[src/rtl/seq_mul_4bit.sv]
// Sequential shift-add unsigned multiplier with a start/done handshake.
// Computes the product over W RUN cycles; product stays registered for the display.
module seq_mul_4bit #(
  parameter int W = 4
) (
  input  logic             clk,
  input  logic             rst_n,
  input  logic             start,
  input  logic [W-1:0]     a,
  input  logic [W-1:0]     b,
  output logic             busy,
  output logic             done,
  output logic [2*W-1:0]   product
);

  localparam int CW = $clog2(W);
  localparam logic [CW-1:0] LAST = CW'(W - 1);

  typedef enum logic [1:0] {
    IDLE = 2'd0,
    RUN  = 2'd1,
    DONE = 2'd2
  } state_t;

  state_t           state;
  state_t           state_nxt;
  logic [2*W-1:0]   mcand;
  logic [2*W-1:0]   acc;
  logic [2*W-1:0]   acc_sum;
  logic [W-1:0]     mplier;
  logic [CW-1:0]    cnt;
  logic             accept;
  logic             last_step;

  // DONE accepts a new start just like IDLE, which gives back-to-back operation.
  always_comb begin
    accept    = 1'b0;
    last_step = 1'b0;
    acc_sum   = acc;
    state_nxt = state;
    if (mplier[0]) begin
      acc_sum = acc + mcand;
    end
    case (state)
      IDLE: begin
        if (start) begin
          accept    = 1'b1;
          state_nxt = RUN;
        end
      end
      RUN: begin
        if (cnt == LAST) begin
          last_step = 1'b1;
          state_nxt = DONE;
        end
      end
      DONE: begin
        if (start) begin
          accept    = 1'b1;
          state_nxt = RUN;
        end else begin
          state_nxt = IDLE;
        end
      end
      default: state_nxt = IDLE;
    endcase
  end

  always_ff @(posedge clk or negedge rst_n) begin
    if (!rst_n) begin
      state <= IDLE;
    end else begin
      state <= state_nxt;
    end
  end

  // product is written only on the final RUN edge so partial sums never reach the display.
  always_ff @(posedge clk or negedge rst_n) begin
    if (!rst_n) begin
      mcand   <= '0;
      mplier  <= '0;
      acc     <= '0;
      cnt     <= '0;
      product <= '0;
    end else if (accept) begin
      mcand  <= {{W{1'b0}}, a};
      mplier <= b;
      acc    <= '0;
      cnt    <= '0;
    end else if (state == RUN) begin
      acc    <= acc_sum;
      mcand  <= mcand << 1;
      mplier <= mplier >> 1;
      cnt    <= cnt + CW'(1);
      if (last_step) begin
        product <= acc_sum;
      end
    end
  end

  assign busy = (state == RUN);
  assign done = (state == DONE);

endmodule

[config.mk]
export PLATFORM = sky130hd
export DESIGN_NAME = seq_mul_4bit
export DESIGN_NICKNAME = d
export VERILOG_FILES = /design/src/rtl/seq_mul_4bit.sv
export SDC_FILE = /design/constraint.sdc
export NUM_CORES = 1
export LEC_CHECK = 0
export CAP_MARGIN = 20
export CORE_ASPECT_RATIO = 0.8
export CORE_MARGIN = 4
export CORE_UTILIZATION = 42
export CTS_BUF_LIST = sky130_fd_sc_hd__clkbuf_8
export CTS_CLUSTER_SIZE = 8
export DETAILED_ROUTE_END_ITERATION = 10
export HOLD_SLACK_MARGIN = 0.05
export PLACE_DENSITY = 0.64
export SETUP_SLACK_MARGIN = 0.2
export SYNTH_ARGS = -nofsm -noshare
export SYNTH_HDL_FRONTEND = slang
export SYNTH_SLANG_ARGS = --single-unit
[constraint.sdc]
create_clock -name clk -period 4.96 [get_ports clk]
set_clock_uncertainty 0.05 [all_clocks]
set_input_delay 0.744 -clock clk [delete_from_list [all_inputs] [get_ports clk]]
set_output_delay 0.744 -clock clk [all_outputs]
set_load 0.05 [all_outputs]
==> results.md, run 1 <==
* First-pass GRT wire length at 6600 µm
* Initial antenna violation count at 0
* Fin. Hold Viols at 0
* H-tree levels at 2
* Final nets at 210
* Layout cell share with drive strength beyond 1 at 0.0789
* Via density at 5.51
* Post-Route WL at 3880 µm
* Synth-to-layout area growth at 19.7%
* Die Span Y at 65.5 µm
* Internal at 823 µW
* Post-synth EDFFs at 0
* # hold bufs at CTS at 0
* Status: completed
* Sequential power share at 0.334
* DR pass1 iterations at 4
* CTS tree: done
* RSZ-0062 raised after global routing: no
* Mapped Area at 1730 µm²
* Clock Power Share at 0.143
* Pleak at 0.000936 µW
* P_sw at 715 µW
* Synth area leaders: dfrtp_1, mux2i_1, ha_1, a21oi_1, nand2_1
* Syn Area/Cell at 10.2 µm²
* Worst Max-Slew Pin Slew at 658 ps
* Num CTS Buffers at 5
* Pwr Density at 740 nW/µm²
* Final period demand of the worst path at 3230 ps
* Worst Hold Class: register to register
* Post-synth top cells: dfrtp_1, nand2_1, a21oi_1
* Yosys cell types at 36
* GR Overflow Total at 0
* HPWL Detailed at 2700 µm
* Fillers at 347
* Cells after Synth at 170
* Largest net degree at the start of global routing at 33
* WP data required at 4170 ps
* Peak Freq at 309 MHz
* Total power at 1540 µW
* Count leader, synth: dfrtp_1
* Endpoints failing setup at 0
* Synth top area share at 0.462
* Main synth FF type: dfrtp_1
* Full die area at 5230 µm²
* Clock root buffer: clkbuf_8
* Worst setup margin at 1730 ps
* Worst Path Arrival at 2440 ps
* Clock Latency Late Sink at 290 ps
* Kind of critical path: register to output pin
* Seq/Total Area, Yosys at 0.462
* Drt wl/cell at 15.8 µm
* Period utilisation layout at 0.651
* Setup Total Neg Slack at 0 ps
* Synth warnings at 0
* GPL Wtd Cong at 0.817
* Final ANT Viol Nets at 0
* Setup crit end kind: output pin
* Max-slew headroom at 0.561
* Core ar. at 3880 µm²
* Sw Ratio at 0.465
* Number of diodes at 0
* Clk slew on worst S/H paths at 60 ps
* Residual DRC count at 0
* Clock buffer depth at 2
* Worst setup SP type: register
* MaxCap Viol Count at 0
* Vias at 1,350
* Maximum fanout along the worst path at 19
* Sink Count at 32
* I/O pin total at 21
* Aggregate global-route resource usage at 0.166
* Initial drt markers at 53
* Port Buffers at 20
* Post_cts resized at 0
* Initial Util at 0.447
* Ys async rst share at 1.00
* Die W at 79.8 µm
* Register bit total from synthesis at 32
* Post-Place Worst Slack at 2060 ps
* Final Max Tran Viols at 0
* Peak supply drop at 314 µV
* Mapped Nets at 190
* Largest area contributor in the netlist: dfrtp_1
* Setup Buffers After CTS at 0
* Combinational power share at 0.523
* Vias in the first global route at 1,405
* Rows at 20
-- routing by layer --
layer	track usage	up-vias	wire, µm
met2	0.249	27	1700
met1	0.225	657	1970
li1	-	662	-
met3	0.0438	4	168
met5	0	-	0
met4	0.0781	0	45
-- placed cells by master, fill, tap and decap left out, types with 2 or more instances in the layout --
master,count
nor2_1,6
xor2_1,3
xnor2_1,2
inv_1,5
a22o_1,5
and3_1,3
ha_1,8
o31ai_1,2
a211oi_1,6
a21oi_2,3
o21ai_0,12
nand3_1,3
nor2b_1,6
mux2i_1,13
dfrtp_1,32
nand2_1,17
clkbuf_8,7
a32o_1,3
nor3_1,2
a31oi_1,2
a21oi_1,15
clkdlybuf4s50_1,20
-- path summary, 6_finish.rpt --
path / to / depth (start not counted) / slack, ps / start
worst max-delay path: busy / 3 / 1730 / state[0]
worst min-delay path: product[0] / 2 / 430 / product[0]
worst max register to register: product[5] / 7 / 2490 / state[0]
worst min register to register: product[0] / 2 / 430 / product[0]
max in group asynchronous: mplier[1] / 2 / 3760 / rst_n
min in group asynchronous: acc[2] / 2 / 800 / rst_n
-- final cells by class --
cell class                      instances  area [µm²]  area share
Multi-Input combinational cell        125         883       0.426
Tap cell                               55        68.8      0.0332
Timing Repair Buffer                   21         208       0.100
Sequential cell                        32         801       0.386
Clock buffer                            7        96.3      0.0464
Inverter                                5        18.8     0.00904
-- power groups by stage --
stage | sequential (µW) | clock (µW) | combinational (µW)
after floorplan | 551 | 0 | 548
after global placement | 508 | 0 | 784
after detailed placement | 516 | 0 | 802
after CTS | 511 | 227 | 806
after global routing | 534 | 237 | 884
final | 513 | 220 | 804
-- worst max-delay path, stage by stage, from the launching register on --
cell	delay [ps]
dfrtp_1	680
nand2b_1	200
inv_1	380
clkdlybuf4s50_1	890
-- cells by family after synthesis --
logic type,after synthesis,share of synthesized area
compound gates,56,0.216
simple gates,42,0.123
flops,32,0.462
buf+inv,13,0.0289
mux,13,0.0750
fa+ha+maj,9,0.0693
xor+xnor,5,0.0253
-- flip-flops by register name, indices dropped and copies added (netlist names) --
| register | count |
|---|---|
| mplier | 4 |
| acc | 8 |
| mcand | 8 |
| cnt | 2 |
| product | 8 |
| state | 2 |
-- metrics by stage --
stage / instances / utilization / area (µm²) / hold slack (ps)
after floorplan: 170 / - / 1730 / 398
after global placement: 238 / 0.510 / 1980 / 412
after detailed placement: 238 / 0.510 / 1980 / 428
after CTS: 245 / 0.535 / 2080 / 443
after global routing: 245 / 0.535 / 2080 / 477
final: 245 / 0.535 / 2080 / 435
Power figures use the tool's default switching activity.
==> inputs of run 2 (changes only) <==
Settings changed: PLACE_DENSITY 0.64 to 0.66.
Clock period 4.96 ns to 2.65 ns, I/O delays scaled along.
==> results.md, run 2 (synthesized netlist as in run 1, its figures left out) <==
* Status: completed
* Rows at 20 (unchanged)
* RSZ-0062 raised after global routing: no
* Register Area at 802 µm² (+0.16%)
* Die Span Y at 65.5 µm (unchanged)
* Setup Buffers After CTS at 0 (unchanged)
* Multi-input gate area at 883 µm² (unchanged)
* Full die area at 5230 µm² (unchanged)
* Num CTS Buffers at 5 (unchanged)
* Layout cell share with drive strength beyond 1 at 0.108 (+0.0293)
* WP data required at 2200 ps (-1970 ps)
* Clock buffer depth at 2 (unchanged)
* MaxCap Viol Count at 0 (unchanged)
* First-pass GRT wire length at 6350 µm (-3.8%)
* Buf/Inv on CP at 1 (-1)
* Most frequent cells in the layout: dfrtp_1, clkdlybuf4s50_1, nand2_1
* Residual DRC count at 0 (unchanged)
* GR Overflow Total at 0 (unchanged)
* Final core occ at 0.543 (+0.00742)
* Synth-to-layout area growth at 21.4%
* Max-slew headroom at 0.668 (+0.107)
* Final period demand of the worst path at 2220 ps
* Slowest library cell on the worst path: clkdlybuf4s50_1
* CTS tree: done
* Die W at 79.8 µm (unchanged)
* Final nets at 214 (+1.9%)
* Post_cts resized at 0 (unchanged)
* Port Buffers at 20 (unchanged)
* Peak Freq at 450 MHz
* Worst Hold Class: register to register
* Worst Max-Slew Pin Slew at 496 ps (-162 ps)
* Kind of critical path: register to output pin
* Initial antenna violation count at 0 (unchanged)
* # hold bufs at CTS at 0 (unchanged)
* Setup Total Neg Slack at 0 ps (unchanged)
* Post-Route WL at 3650 µm (-6.0%)
* Met2 Resource Use GR at 0.261 (+0.0125)
* Period utilisation layout at 0.838
* Worst path depth at 2 (-1)
* DR pass1 iterations at 4 (unchanged)
* CP peak stage delay at 800 ps (-90 ps)
* Fillers at 331 (-4.6%)
* Layer carrying the most global-route usage: met2
* Crit-path leading delay family: buffers and inverters
* Aggregate global-route resource usage at 0.158 (-0.00863)
* Initial Util at 0.447 (unchanged)
* Crit-path cells: nor2b_1 -> clkdlybuf4s50_1
* Most common cell after layout, fill and taps aside: dfrtp_1
* GPL Wtd Cong at 0.840 (+2.8%)
* Top Registers: acc: 8 flops, mcand: 8 flops, product: 8 flops
* H-tree levels at 2 (unchanged)
* Vias in the first global route at 1,353 (-3.7%)
* Endpoints failing setup at 0 (unchanged)
* Maximum fanout along the worst path at 11 (-8)
* Worst setup SP type: register
* I/O pin total at 21 (unchanged)
* Peak supply drop at 644 µV (+110%)
* Clk slew on worst S/H paths at 70 ps (about the same)
* Hold Crit Depth at 2 (unchanged)
* Initial drt markers at 86 (+62%)
* HPWL Detailed at 2660 µm (-1.2%)
* Pwr Density at 1370 nW/µm² (+85%)
* Setup crit end kind: output pin
* Via density at 5.44 (-1.2%)
* Vias at 1,355 (+0.37%)
* R2R cell count at 7 (unchanged)
* GR Util met1 at 0.203 (-0.0219)
* Sink Count at 32 (unchanged)
* Final ANT Viol Nets at 0 (unchanged)
* Fin. Hold Viols at 0 (unchanged)
* Worst Path Arrival at 1770 ps (-670 ps)
* Clock root buffer: clkbuf_8
* Met3 track demand over resource at 0.0438 (unchanged)
* Largest net degree at the start of global routing at 33 (unchanged)
* Clock Latency Late Sink at 280 ps (about the same)
* Core ar. at 3880 µm² (unchanged)
* Final Max Tran Viols at 0 (unchanged)
* Pleak at 0.000954 µW (+1.9%)
* Drt wl/cell at 14.7 µm (-7.5%)
* Number of diodes at 0 (unchanged)
## run 2: layout make-up
| type | count | area share |
|---|---|---|
| multi-input combinational | 125 | 0.420 |
| tap | 55 | 0.0327 |
| inverter | 5 | 0.00892 |
| sequential | 32 | 0.381 |
| clock buffer | 7 | 0.0458 |
| timing repair buffer | 25 | 0.112 |
## run 2: worst register-to-register path, stage by stage, from the launching register on
cell	delay, ps
dfrtp_1	410
ha_1	250
fa_1	430
a211oi_1	220
o21bai_1	100
a21oi_1	280
mux2i_1	220
nand2_1	70
## run 2: power by group
group / internal (µW) / total, µW / switching (µW) / leakage (µW)
combinational: 622 / 1540 / 915 / 0.000504
sequential: 709 / 934 / 225 / 0.000399
clock: 231 / 406 / 175 / 0.0000503
total: 1560 / 2880 / 1310 / 0.000954
## run 2: final timing paths
kind	start	endpoint	slack, ps
min in group asynchronous	rst_n	acc[6]	470
worst min-delay path	product[2]	product[2]	430
max in group asynchronous	rst_n	state[1]	1770
worst min register to register	product[2]	product[2]	430
worst max register to register	mcand[0]	product[6]	530
worst max-delay path	state[1]	done	430
## run 2: routing by layer
layer	up-vias	part of all wire
li1	667	-
met1	658	0.47
met2	28	0.48
met3	2	0.049
met4	0	0.0047
met5	-	0
## run 2: through the flow
step	std cells	power (µW)	area, µm²	hold slack [ps]	worst slack [ps]
after floorplan	170	2060	1730	51.9	673
after global placement	242	2430	2010	411	578
after detailed placement	242	2490	2010	419	538
after CTS	249	2900	2100	434	280
after global routing	249	3120	2100	453	344
final	249	2880	2100	426	430
